===== src/rtl/dcmac_reset_sequencer.sv =====
// Reset bring-up sequencer for one DCMAC 100GbE port and its GT Quad.
// Drives the DCMAC helper user_* resets from synchronized GT and alignment status.
module dcmac_reset_sequencer #(
    parameter int unsigned HOLD_CYCLES   = 64,
    parameter int unsigned DONE_TIMEOUT  = 1048576,
    parameter int unsigned ALIGN_TIMEOUT = 4194304,
    parameter logic [3:0]  LANE_MASK     = 4'b1111,
    parameter int unsigned MAX_RETRY     = 3,
    parameter int unsigned SYNC_STAGES   = 3
) (
    input  logic       clk,
    input  logic       reset,
    input  logic       restart,
    input  logic       gtpowergood,
    input  logic [3:0] gt_tx_reset_done,
    input  logic [3:0] gt_rx_reset_done,
    input  logic       rx_aligned,
    output logic       user_gt_reset_all,
    output logic       user_gt_reset_tx_datapath,
    output logic       user_gt_reset_rx_datapath,
    output logic       user_tx_serdes_reset,
    output logic       user_rx_serdes_reset,
    output logic       user_tx_core_reset,
    output logic       user_rx_core_reset,
    output logic       link_up,
    output logic       busy,
    output logic       fail,
    output logic [2:0] state,
    output logic [3:0] retry_count
);

    localparam int unsigned MAX_A   = (DONE_TIMEOUT > ALIGN_TIMEOUT) ? DONE_TIMEOUT : ALIGN_TIMEOUT;
    localparam int unsigned CNT_MAX = (MAX_A > HOLD_CYCLES) ? MAX_A : HOLD_CYCLES;
    localparam int unsigned CW      = (CNT_MAX > 1) ? $clog2(CNT_MAX) : 1;

    typedef enum logic [2:0] {
        S_PWR     = 3'd0,
        S_GT_RST  = 3'd1,
        S_GT_WAIT = 3'd2,
        S_SERDES  = 3'd3,
        S_CORE    = 3'd4,
        S_ALIGN   = 3'd5,
        S_UP      = 3'd6,
        S_FAIL    = 3'd7
    } state_t;

    state_t                        cur, nxt;
    logic [CW-1:0]                 cnt, cnt_n;
    logic [3:0]                    retry_n;
    logic [6:0]                    rst_vec, rst_vec_n;
    logic [SYNC_STAGES-1:0]        pg_sync, al_sync;
    logic [SYNC_STAGES-1:0][3:0]   tx_sync, rx_sync;
    logic                          pg_s, al_s, gt_done, timed, entry;

    always_ff @(posedge clk or posedge reset) begin
        if (reset) begin
            pg_sync <= '0;
            al_sync <= '0;
            tx_sync <= '0;
            rx_sync <= '0;
        end else begin
            pg_sync[0] <= gtpowergood;
            al_sync[0] <= rx_aligned;
            tx_sync[0] <= gt_tx_reset_done;
            rx_sync[0] <= gt_rx_reset_done;
            for (int unsigned i = 1; i < SYNC_STAGES; i++) begin
                pg_sync[i] <= pg_sync[i-1];
                al_sync[i] <= al_sync[i-1];
                tx_sync[i] <= tx_sync[i-1];
                rx_sync[i] <= rx_sync[i-1];
            end
        end
    end

    assign pg_s    = pg_sync[SYNC_STAGES-1];
    assign al_s    = al_sync[SYNC_STAGES-1];
    assign gt_done = &((tx_sync[SYNC_STAGES-1] & rx_sync[SYNC_STAGES-1]) | ~LANE_MASK);

    always_comb begin
        nxt     = cur;
        retry_n = retry_count;
        // Timeout handling: saturating retry count, give up once MAX_RETRY retries are spent
        case (cur)
            S_PWR:     if (pg_s) nxt = S_GT_RST;
            S_GT_RST:  if (cnt == CW'(HOLD_CYCLES - 1)) nxt = S_GT_WAIT;
            S_GT_WAIT: begin
                if (gt_done) nxt = S_SERDES;
                else if (cnt == CW'(DONE_TIMEOUT - 1)) begin
                    if (retry_count == 4'(MAX_RETRY)) nxt = S_FAIL;
                    else begin
                        nxt     = S_GT_RST;
                        retry_n = (retry_count == 4'hF) ? retry_count : retry_count + 4'd1;
                    end
                end
            end
            S_SERDES:  if (cnt == CW'(HOLD_CYCLES - 1)) nxt = S_CORE;
            S_CORE:    if (cnt == CW'(HOLD_CYCLES - 1)) nxt = S_ALIGN;
            S_ALIGN: begin
                if (al_s) nxt = S_UP;
                else if (cnt == CW'(ALIGN_TIMEOUT - 1)) begin
                    if (retry_count == 4'(MAX_RETRY)) nxt = S_FAIL;
                    else begin
                        nxt     = S_GT_RST;
                        retry_n = (retry_count == 4'hF) ? retry_count : retry_count + 4'd1;
                    end
                end
            end
            S_UP:      if (!al_s) nxt = S_CORE;
            default:   nxt = cur;
        endcase
        if (!pg_s && cur != S_PWR && cur != S_FAIL) begin
            nxt     = S_PWR;
            retry_n = retry_count;
        end
        if (restart) begin
            nxt     = S_GT_RST;
            retry_n = '0;
        end
        if (nxt == S_UP) retry_n = '0;
    end

    // Reset outputs are a pure function of the state being entered
    always_comb begin
        rst_vec_n = '1;
        case (nxt)
            S_GT_WAIT, S_SERDES: rst_vec_n = 7'b000_1111;
            S_CORE:              rst_vec_n = 7'b000_0011;
            S_ALIGN, S_UP:       rst_vec_n = '0;
            default:             rst_vec_n = '1;
        endcase
    end

    assign timed = (cur == S_GT_RST) || (cur == S_GT_WAIT) || (cur == S_SERDES) ||
                   (cur == S_CORE) || (cur == S_ALIGN);
    assign entry = (nxt != cur) || restart;

    always_comb begin
        cnt_n = cnt;
        if (entry || !timed) cnt_n = '0;
        else if (cnt != '1)  cnt_n = cnt + 1'b1;
    end

    always_ff @(posedge clk or posedge reset) begin
        if (reset) begin
            cur         <= S_PWR;
            cnt         <= '0;
            retry_count <= '0;
            rst_vec     <= '1;
            link_up     <= 1'b0;
            busy        <= 1'b1;
            fail        <= 1'b0;
        end else begin
            cur         <= nxt;
            cnt         <= cnt_n;
            retry_count <= retry_n;
            rst_vec     <= rst_vec_n;
            link_up     <= (nxt == S_UP);
            busy        <= (nxt != S_UP) && (nxt != S_FAIL);
            fail        <= (nxt == S_FAIL);
        end
    end

    assign state = cur;
    assign {user_gt_reset_all, user_gt_reset_tx_datapath, user_gt_reset_rx_datapath,
            user_tx_serdes_reset, user_rx_serdes_reset,
            user_tx_core_reset, user_rx_core_reset} = rst_vec;

endmodule


===== config.mk =====
export PLATFORM = sky130hd
export DESIGN_NAME = dcmac_reset_sequencer
export DESIGN_NICKNAME = d
export VERILOG_FILES = /design/src/rtl/dcmac_reset_sequencer.sv
export SDC_FILE = /design/constraint.sdc
export NUM_CORES = 1
export LEC_CHECK = 0
export BUFFER_PORTS_ARGS = -buffer_cell sky130_fd_sc_hd__buf_2
export CORE_ASPECT_RATIO = 0.6
export CORE_MARGIN = 4
export CORE_UTILIZATION = 60
export CTS_BUF_LIST = sky130_fd_sc_hd__clkbuf_4
export CTS_CLUSTER_SIZE = 25
export DETAILED_ROUTE_END_ITERATION = 10
export GPL_TIMING_DRIVEN = 0
export MAX_ROUTING_LAYER = met4
export PLACE_DENSITY = 0.85
export SYNTH_ARGS = -nofsm -noshare
export SYNTH_HDL_FRONTEND = slang
export SYNTH_SLANG_ARGS = --single-unit

===== constraint.sdc =====
create_clock -name clk -period 4.6 [get_ports clk]
set_input_delay 0.23 -clock clk [delete_from_list [all_inputs] [get_ports clk]]
set_output_delay 0.23 -clock clk [all_outputs]
set_load 0.05 [all_outputs]

[Word level (Yosys, flattened, before mapping)]
Cells that the tools add are included.
Operators by class
  $add $sub $neg: 2
  equal/unequal tests: 27
  muxes and demuxes: 26
  bitwise gates (word level): 1
  reductions and logical operators: 19
Operators with widths (count)
  $mux W22: 2
  $mux W3: 12
  $mux W4: 9
  $add A22 B1 Y22 const B: 1
  $eq A22 B20 Y1 const B: 1
  $eq A22 B22 Y1 const B: 1
  $eq A22 B6 Y1 const B: 1
  $ne A22 B22 Y1 const B: 1
  $eq A3 B3 Y1 const B: 7
  $pmux W3 S7: 1
  $pmux W7 S3: 1
  $ne A4 B4 Y1 const B: 4
  $eq A3 B2 Y1 const B: 4
  $ne A3 B3 Y1 const B: 3
  $pmux W4 S2: 1
  $logic_or A1 B1 Y1: 6
  $reduce_and A6 Y1: 1
  $add A4 B1 Y4 const B: 1
  $and A4 B4 Y4: 1
  $eq A4 B2 Y1 const B: 1
  $eq A4 B4 Y1 const B: 1
  $reduce_and A4 Y1: 1
  $reduce_bool A4 Y1: 1
  $reduce_or A2 Y1: 2
  other kinds (8): 11
Word-level totals
  register bits after elaboration: 69
  input port bits: 13
  output and inout bits: 17

[Longest topological paths before layout]
  depth in word-level cells: 11
  depth in mapped cells: 10
  gate-level depth less buffers: 8

[Least setup slack after synthesis]
OpenSTA, ideal clock, no wires.
  kind: register -> register
  start: register retry_count[0]
  end: register cnt[4]
  arrival time: 2998 ps
  data required time: 4531 ps
  path slack: 1533 ps
  cell stages (with the launch flop): 9
  buffers on the path: 1
  cells stage by stage: dfrtp_1 ha_1 or3b_2 o31a_1 a311o_1 a221o_1 a211o_1 buf_6 nor2_2
On the way
  word-level cells in the longest chain between the ends: 11
  elaborated cells between the ends (all ways): 14
  classes of those cells: 2 x eq/ne; 9 x mux; 3 x reduce/logical
Ends and longest elaborated chain
  start: declaration: line 29  | output logic [3:0] retry_count
  start signal: assignment: line 155  | retry_count <= retry_n;
  $eq A4 B2 Y1 *: line 89, 101
  $mux W3 *: line 89, 101
  $mux W3 (on tied branches): line 100, 88
  $mux W3 (on tied branches): line 99, 87
  $pmux W3 S7 *: line 83  | case (cur)
  $mux W3 *: line 111  | if (!pg_s && cur != S_PWR && cur != S_FAIL) begin
  $mux W3 *: line 115  | if (restart) begin
  $ne A3 B3 Y1 *: line 135  | assign entry = (nxt != cur) || restart;
  $logic_or A1 B1 Y1 *: line 135
  $logic_or A1 B1 Y1 *: line 139  | if (entry || !timed) cnt_n = '0;
  $mux W22 / $reduce_bool A2 Y1 (equally long branches)
  end signal: assignment: line 154  | cnt <= cnt_n;
  end: declaration: line 48  | logic [CW-1:0] cnt, cnt_n;
Mark *: on every way between the ends. The rest lies on a longest branch, timed or not.
A chain may end at the register's enable or synchronous reset.

[Final worst setup path]
  start: register cnt[12]
  end: register cnt[2]
On the way
  word-level cells in the longest chain between the ends: 10
  elaborated cells between the ends (all ways): 19
  classes of those cells: 5 x eq/ne; 11 x mux; 3 x reduce/logical
Ends and longest elaborated chain (line)
  $eq A22 B22 Y1 / $eq A22 B20 Y1 (equally long branches): 100, 88
  $mux W3 (on tied branches): 100, 88
  $mux W3 (on tied branches): 99, 87
  $pmux W3 S7: 83
  $mux W3: 111
  $mux W3: 115
  $ne A3 B3 Y1: 135
  $logic_or A1 B1 Y1: 135
  $logic_or A1 B1 Y1: 139
  $mux W22 / $reduce_bool A2 Y1 (equally long branches)
Parallel ways exist; a longest one is shown, timed or not.

==> impl_metrics.ini <==
[cells_and_area]
fin_nets = 327
antenna_cells = 0
drive_above_1_share_pct = 23.7
postLayoutCellArea_um2 = 3330
synthToLayoutAreaGrowth_pct = 16.7

[route]
drc_errors = 0
post_drt_wl_per_cell_um = 15.3
drt-initial-drc-count = 169
dr.pass1.iters = 5
finalWirelength_um = 5810
ant_nets = 0
via_count = 2168
avgViaCountPerCell = 5.71

[logic_synthesis]
syn_area_um2 = 2860
syn_nets = 275
ys_warn_count = 0
async_flop_share_pct = 100
yosys.cell_types.count = 50
yosysTopAreaCellShare_pct = 53.5
avgSynthCellArea_um2 = 11.0
synth-edff-count = 0
synth_top_area_cell = dfrtp_1
ys_seq_area_share_pct = 57.1
synth_cells = 260
synth-main-ff-cell = dfrtp_1
synth.ff_latch_count = 65
synth.area.top_cells = dfrtp_1 (53%), xor2_1 (4.0%), dfstp_2 (3.7%)

[power]
p_comb_share_pct = 5.6
switchingPower_w = 0.000262
peakVddDrop_v = 0.000238
leakagePower_nw = 1.45
clock_power_share_pct = 34.2
p_total_w = 0.000983
intPower_w = 0.000721
p_seq_share_pct = 60.2
swShare_pct = 26.6
power_density_nw_per_um2 = 295

[grt]
grt_max_degree = 47
grt_pass1_vias = 2042
track_usage_pct = 22.5
overflow = 0
grt_first_pass_wirelength_um = 9860
antenna_found_initial = 0

[critical_path]
rr_worst_depth = 9
regToRegEndpoint = cnt[2]$_DFFE_PP0P_
crit_arrival_ps = 3590
worstReg2RegStart = cnt[12]$_DFFE_PP0P_
critPathLaunchType = flip-flop
cp_slowest_stage_delay_ps = 470
r2r_slack_ps = 1370
path_cells = and4_1, or4b_1, buf_2, o31a_1, a311o_1, a221o_1, a211o_1, buf_6, nor2_2
required_ps = 4960
slowest_stage = dfrtp_1
criticalPathCategory = flip-flop to flip-flop
end_kind = flip-flop
crit_path_max_fanout = 10

[clocking]
tritoncts = built
cts_sinks = 65
ctsHoldBuffers = 11
root_buffer = clkbuf_4
post_cts.repair.setup_buffers = 0
cts_buffers = 9
postCtsResizedCells = 0
clock_latency_ps = 420
htree_num_levels = 3
path_clk_slew_ps = 110
cts_buffer_depth = 2

[sta]
clock_skew_ps = 10.4
worstMarginPinSlew_ps = 893
fmax_ghz = 0.310
max-slew-margin-rel_pct = 39.9
setup_slack_ps = 1370
final-setup-viol-count = 0
min_period_over_period_pct = 70.1
setup_tns_ps = 0
rsz0062_at_grt = no
hold_violations = 0
drv_slew = 0
fin_crit_ps = 3230

[status]
status = finished clean

[placed_design]
preCtsSetupSlack_ps = 1420
numPortBuffers = 29
gp_congestion = 0.884
place_area_um2 = 3100
dp_hpwl_um = 3950

[die]
start_util_pct = 62.2
die_area_um2 = 5960
die_h_um = 61.4
num_rows = 19
pin_count = 30
die_x_um = 97.1
fp.coreArea_um2 = 4590

[hold_path]
hold_depth = 3
hold_end = state[1]$_DFF_PP0_
worstHoldStart = restart
hp-class = input port to flip-flop

[flow_run]
drv_cap = 0
-- metrics by stage --
stage	cells	hold slack, ps	utilization, %
6_report	380	165	72.6
4_1_cts	380	148	72.6
2_1_floorplan	260	261	-
3_5_place_dp	353	259	67.5
5_1_grt	380	166	72.6
3_3_place_gp	352	332	67.1
-- registers in the layout (all words and copies together), names as in the netlist --
signal,count
rst_vec,3
fail,1
cnt,22
tx_sync,12
pg_sync,3
busy,1
al_sync,3
retry_count,4
rx_sync,12
state,3
link_up,1
-- cell type report --
class                      count  area, um^2
fill                         330        1260
clock inverter                 7        53.8
multi-input combinational    178        1130
clock buffer                   9        67.6
buffer                        13        80.1
tap                           63        78.8
sequential                    65        1630
timing repair buffer          41         275
inverter                       4        15.0
-- power by group through the flow --
| stage | clock (W) | combinational [W] | sequential (W) |
|---|---|---|---|
| global route | 0.000372 | 0.0000617 | 0.000593 |
| finish | 0.000337 | 0.0000551 | 0.000592 |
| detailed placement | 0 | 0.0000477 | 0.000602 |
| global placement | 0 | 0.0000444 | 0.000601 |
| floorplan | 0 | 0.0000295 | 0.000603 |
| CTS | 0.000344 | 0.0000550 | 0.000591 |
-- critical path, delay by kind of cell (launching register included) --
family,cells,cell delay (ps)
flip-flops,1,470
AND/OR/NAND/NOR,3,880
AO/OA/AOI/OAI,4,1440
buffers and inverters,2,360
-- cells by family after synthesis --
kind of cell / count (synthesis) / synth area share [%]
flip-flops: 65 / 57.1
XOR/XNOR: 23 / 7.06
adder cells (fa/ha/maj): 2 / 0.876
buffers and inverters: 17 / 3.33
AND/OR/NAND/NOR: 117 / 22.3
AO/OA/AOI/OAI: 36 / 9.29
-- synthesized netlist by cell type, types with 2 or more instances --
master and number:
nor2_2 10, dfrtp_1 61, inv_1 4, buf_6 2
or3_1 2, o21ai_0 3, nor3_1 8, o31ai_1 3
dfstp_2 4, xor2_1 13, or2_2 3, a211o_1 3
nor2_1 25, nand2_1 19, nand4_1 10, buf_4 4
a31oi_1 3, a211oi_1 2, nor4_1 6, xnor2_1 10
a21o_1 2, ha_1 2, nor2b_1 2, o211ai_1 2
and3_1 9, and4_1 3, a21oi_1 6, a21boi_0 2
nand3_1 11, clkbuf_1 6
-- placed cells by master (no fill, tap or decap), drive strengths merged, types with 3 or more instances in the layout --
cell,count
a211o,3
a211oi,3
a21oi,6
a31oi,3
and3,9
and4,3
buf,37
clkbuf,15
clkinvlp,3
dfrtp,61
dfstp,4
dlygate4sd3,11
inv,6
nand2,19
nand3,11
nand4,11
nor2,35
nor3,8
nor4,6
o21ai,3
o31ai,3
or2,3
xnor2,10
xor2,13
-- metal layers --
metal	GRT usage, %	part of all wire [%]	vias up
li1	-	-	1036
met1	29.7	47	1033
met2	33.6	43	86
met3	6.22	8.2	13
met4	9.20	1.8	0
met5	-	0	-
-- worst max path at each step --
stage / endpoint / from / cells past startpoint / slack (ps)
2_1_floorplan: cnt[4]$_DFFE_PP0P_ / retry_count[0]$_DFFE_PP0P_ / 8 / 1530
3_3_place_gp: cnt[4]$_DFFE_PP0P_ / cnt[12]$_DFFE_PP0P_ / 9 / 1480
3_5_place_dp: cnt[21]$_DFFE_PP0P_ / cnt[0]$_DFFE_PP0P_ / 10 / 1420
4_1_cts: cnt[11]$_DFFE_PP0P_ / cnt[0]$_DFFE_PP0P_ / 10 / 1390
5_1_grt: cnt[9]$_DFFE_PP0P_ / cnt[0]$_DFFE_PP0P_ / 10 / 1210
6_report: cnt[2]$_DFFE_PP0P_ / cnt[12]$_DFFE_PP0P_ / 9 / 1370
No activity file was read; power rests on OpenSTA's default activity.
